$ cat src/rtl/sap_controller_sequencer.sv
// SAP-1 controller/sequencer: one-hot T-state ring counter clocked on the
// falling edge, plus a live decoder producing the 12-bit control word.
module sap_controller_sequencer #(
  parameter logic [3:0] OP_LDA = 4'h0,
  parameter logic [3:0] OP_ADD = 4'h1,
  parameter logic [3:0] OP_SUB = 4'h2,
  parameter logic [3:0] OP_OUT = 4'hE,
  parameter logic [3:0] OP_HLT = 4'hF
) (
  input  logic        clk,
  input  logic        clear,
  input  logic [3:0]  opcode,
  output logic [11:0] con,
  output logic [5:0]  t_state,
  output logic        hlt
);

  localparam int unsigned CON_W = 12;

  // Control word bit positions
  localparam int unsigned B_CP = 11;
  localparam int unsigned B_EP = 10;
  localparam int unsigned B_LM = 9;
  localparam int unsigned B_CE = 8;
  localparam int unsigned B_LI = 7;
  localparam int unsigned B_EI = 6;
  localparam int unsigned B_LA = 5;
  localparam int unsigned B_EA = 4;
  localparam int unsigned B_SU = 3;
  localparam int unsigned B_EU = 2;
  localparam int unsigned B_LB = 1;
  localparam int unsigned B_LO = 0;

  typedef enum logic [5:0] {
    T1 = 6'b000001,
    T2 = 6'b000010,
    T3 = 6'b000100,
    T4 = 6'b001000,
    T5 = 6'b010000,
    T6 = 6'b100000
  } t_state_e;

  t_state_e state_q;
  logic     halted_q;
  logic     halt_now;

  // HLT is recognised in T4 before the halted flag is registered
  assign halt_now = (state_q == T4) && (opcode == OP_HLT);
  assign hlt      = halted_q | halt_now;
  assign t_state  = state_q;

  // Ring counter and halted flag advance on the falling edge; clear wins
  always_ff @(negedge clk or posedge clear) begin
    if (clear) begin
      state_q  <= T1;
      halted_q <= 1'b0;
    end else if (halted_q) begin
      state_q  <= T4;
    end else if (halt_now) begin
      halted_q <= 1'b1;
      state_q  <= T4;
    end else begin
      case (state_q)
        T1:      state_q <= T2;
        T2:      state_q <= T3;
        T3:      state_q <= T4;
        T4:      state_q <= T5;
        T5:      state_q <= T6;
        T6:      state_q <= T1;
        default: state_q <= T1;  // recover from a corrupted ring
      endcase
    end
  end

  // Control word decode from current T-state and live opcode
  always_comb begin
    con = '0;
    if (!halted_q) begin
      case (state_q)
        T1: begin
          con[B_EP] = 1'b1;
          con[B_LM] = 1'b1;
        end
        T2: con[B_CP] = 1'b1;
        T3: begin
          con[B_CE] = 1'b1;
          con[B_LI] = 1'b1;
        end
        T4: begin
          if (opcode == OP_LDA || opcode == OP_ADD || opcode == OP_SUB) begin
            con[B_EI] = 1'b1;
            con[B_LM] = 1'b1;
          end else if (opcode == OP_OUT) begin
            con[B_EA] = 1'b1;
            con[B_LO] = 1'b1;
          end
        end
        T5: begin
          if (opcode == OP_LDA) begin
            con[B_CE] = 1'b1;
            con[B_LA] = 1'b1;
          end else if (opcode == OP_ADD || opcode == OP_SUB) begin
            con[B_CE] = 1'b1;
            con[B_LB] = 1'b1;
          end
        end
        T6: begin
          if (opcode == OP_ADD || opcode == OP_SUB) begin
            con[B_EU] = 1'b1;
            con[B_LA] = 1'b1;
            con[B_SU] = (opcode == OP_SUB);
          end
        end
        default: con = CON_W'(0);
      endcase
    end
  end

endmodule

$ cat config.mk
export PLATFORM = sky130hd
export DESIGN_NAME = sap_controller_sequencer
export DESIGN_NICKNAME = d
export VERILOG_FILES = /design/src/rtl/sap_controller_sequencer.sv
export SDC_FILE = /design/constraint.sdc
export NUM_CORES = 1
export LEC_CHECK = 0
export CORE_MARGIN = 10
export CORE_UTILIZATION = 34
export CTS_CLUSTER_SIZE = 16
export DETAILED_ROUTE_END_ITERATION = 12
export PLACE_DENSITY = 0.81
export SLEW_MARGIN = 20
export SYNTH_ARGS = -nofsm -noshare
export SYNTH_HDL_FRONTEND = slang
export SYNTH_SLANG_ARGS = --single-unit
$ cat constraint.sdc
create_clock -name clk -period 1.7 [get_ports clk]
set_input_delay 0.255 -clock clk [delete_from_list [all_inputs] [get_ports clk]]
set_output_delay 0.255 -clock clk [all_outputs]
set_load 0.01 [all_outputs]
==> impl_results.md <==
- Area growth syn-to-layout: 151%
- Ranking of synthesized cells by area: dfrtn_1 30%, nor4b_1 10%, dfstp_2 5.2%, nor4b_4 4.7%, nor2_1 4.4%
- Sequential share of power: 15.8%
- Worst Setup End Kind: output pin
- Share of layout cells above drive strength 1: between 70% and 80%
- Final GP Congestion: approximately 0.80
- Final Util: 94.3%
- Fin. max-slew vios: 0
- Layout Skew: around 0.049 ns
- Worst slew pin tran: about 0.37 ns
- Wirelength per Cell: 22.5 um
- Hold_sp: halted_q
- Core Area: about 0.0014 mm^2
- EDFF count, synth: 0
- Post-synthesis cell type count: 28
- Initial antenna violation count: 0
- P_int: 1.19 mW
- Met3 GRT Util: ~4.7%
- Post-DP Area: roughly 1000 um^2
- Final worst setup slack: -1.19 ns
- Synth cell count leaders: 6 x dfrtn_1, 6 x nor2_1, 6 x nor4b_1
- Final Hold Fails: 0
- Register bit total from synthesis: 7
- Total global-route track usage: about 15%
- Vias: 811
- Final hold slack: between 0.7 and 0.8 ns
- CTS clock-pin slew for the worst setup and hold paths: 0.04 ns
- Setup repair after global routing missed its margin: yes
- Grt ovf: 0
- Failing checks: negative setup slack
- Clock tree from TritonCTS: yes
- Largest net degree at the start of global routing: 9
- Synth Cell Area: between 500 and 600 um^2
- MaxCap Viol Count: 0
- Hpwl dp: 1.44 mm
- DRT Wirelength: ~3.1 mm
- Port Buf Inserts: 24
- Die Height: slightly below 60 um
- Met1 Use GR: between 10% and 20%
- Worst path required time: about 1.4 ns
- Via density: ~5.8
- Psw: around 0.81 mW
- Placed insts: around 120
- Syn Area/Cell: about 9.2 um^2
- Number of fill cells in the layout: 43
- 1st-iter DRT viols: 20
- Setup CP Type: register to output pin
- Peak supply drop: between 1000 and 1500 uV
- Cells after Synth: 55
- Dominant cell type by area after synthesis: dfrtn_1
- CP arrival: roughly 2.6 ns
- Async S/R FF share, synth: 100%
- Combinational share of power: around 76%
- CP startpoint: t_state[2]
- Area share of the largest cell type after synthesis: 29.6%
- Power per cell area: approximately 1600 mW/mm^2
- Width of the die: just under 60 um
- Synth Net Count: just over 60
- Starting Density: between 30% and 40%
- Worst hold path class: register to register
- Clock sinks: 7
- Vias in the first global route: 781
- CTS buffer count: 3
- GRT Max-Usage Layer: met2
- Leak: approximately 0.62 nW
- Diodes inserted: 0
- Num rows: 13
- DRC: 0
- Flop2flop setup slack: -0.04 ns
- Setup violators final: 23
- Finished layout cell area: roughly 0.0013 mm^2
- First-pass GRT wire length: 4.00 mm
- YS warnings: 0
- Crit start category: register
- Non-Filler Instances: roughly 140
- Htree depth: 1
- # IOs: 25
- Slew HR: approximately 75%
- Grt met2 use: about a quarter
- Final-stage net count: 131
- Status: complete, but fails checks
- Clock share of power: a little under 8%
- Seq/Total Area, Yosys: 34.8%
- Clk_lat worst skew: 0.31 ns
- Drt first pass iters: 4
- Sw Ratio: around 41%
- Die area: roughly 0.0034 mm^2
- Reg2reg start: t_state[5]
- Final ANT Viol Nets: 0
- Hold Buf Count CTS: 0
- CTS root buffer: clkbuf_4
- Crit path max fanout: 3
- CTS Buffer Depth: 2
- Top_reg_cell synth: dfrtn_1
==> registers in the layout, indices dropped and copies added, names as in the netlist <==
name      cells
halted_q      1
t_state       6
==> metrics by stage <==
step | total power [mW] | setup TNS (ns) | worst slack, ns
floorplan | 0.763 | -9.66 | -0.926
global placement | 1.28 | -21.16 | -1.26
detailed placement | 1.31 | -21.97 | -1.29
CTS | 1.73 | -15.93 | -1.10
global route | 2.10 | -18.70 | -1.28
finish | 2.00 | -17.78 | -1.19
==> layout make-up <==
| type | count | area [um^2] | share of cell area (%) |
|---|---|---|---|
| clock buffer | 3 | 22.5 | 1.77 |
| sequential | 7 | 176 | 13.9 |
| multi-input combinational | 39 | 418 | 32.8 |
| inverter | 3 | 11.3 | 0.885 |
| clock inverter | 2 | 7.51 | 0.590 |
| tap | 15 | 18.8 | 1.47 |
| timing repair buffer | 70 | 618 | 48.6 |
==> logic make-up after synthesis <==
family                    Yosys count  share of synthesized area (%)
AOI/OAI and AO/OA                   6                           9.88
xor gates and xnor gates            2                           3.46
buffers and inverters               9                           9.87
DFF                                 7                           34.8
and+or+nand+nor                    31                           42.0
==> critical path, stage by stage, from the launching register on <==
cell and delay, ns:
dfrtn_1 0.37, buf_6 0.14, nor4_4 0.29, buf_4 0.18, nand3b_1 0.18, nor3b_2 0.21
buf_2 0.16
==> routing by layer <==
| layer | vias to the layer above | share of wire (%) |
|---|---|---|
| met5 | - | 0 |
| met4 | 0 | 3.8 |
| met3 | 16 | 7.8 |
| met2 | 47 | 51 |
| met1 | 400 | 37 |
| li1 | 348 | - |
==> final timing paths <==
path | endpoint | depth (start not counted)
max in group asynchronous | t_state[2] | 3
min in group asynchronous | halted_q | 2
worst max register to register | t_state[4] | 8
worst min-delay path | halted_q | 4
worst min register to register | halted_q | 4
worst max-delay path | con[1] | 6
==> power groups by stage <==
stage	Combinational [mW]	Clock (mW)	Sequential (mW)
after floorplan	0.458	0.00736	0.298
after global placement	0.987	0.00736	0.282
after detailed placement	1.02	0.00736	0.287
after CTS	1.28	0.157	0.299
after global routing	1.61	0.171	0.318
final	1.53	0.159	0.316
==> placed cells by master (no fill, tap or decap) <==
master	instances
nor2_1	4
o22ai_1	1
nor4b_2	2
nand2_1	3
nor4b_4	2
and4_4	1
nand4b_1	1
o211a_1	1
or4_4	1
buf_6	30
nand3_2	1
a41oi_4	1
nor3_2	1
inv_2	1
o21bai_4	1
clkdlybuf4s50_1	1
nor4b_1	3
nor3_1	1
buf_2	9
dfstp_2	1
a211oi_1	1
nor3b_2	1
dfrtn_1	6
nor2_4	2
clkbuf_4	3
xnor2_1	1
nand2b_1	1
xor2_1	1
nor4_4	3
nor3b_1	1
inv_1	4
buf_4	30
nand2_2	1
nand3b_1	2
o311a_1	1
==> timing repair <==
action                     4_1_cts  5_1_grt
gates resized for setup        122       20
setup buffers                   16        6
pin swaps                       10        5
setup endpoints to repair       24       24
(Power assumes the default switching activity.)
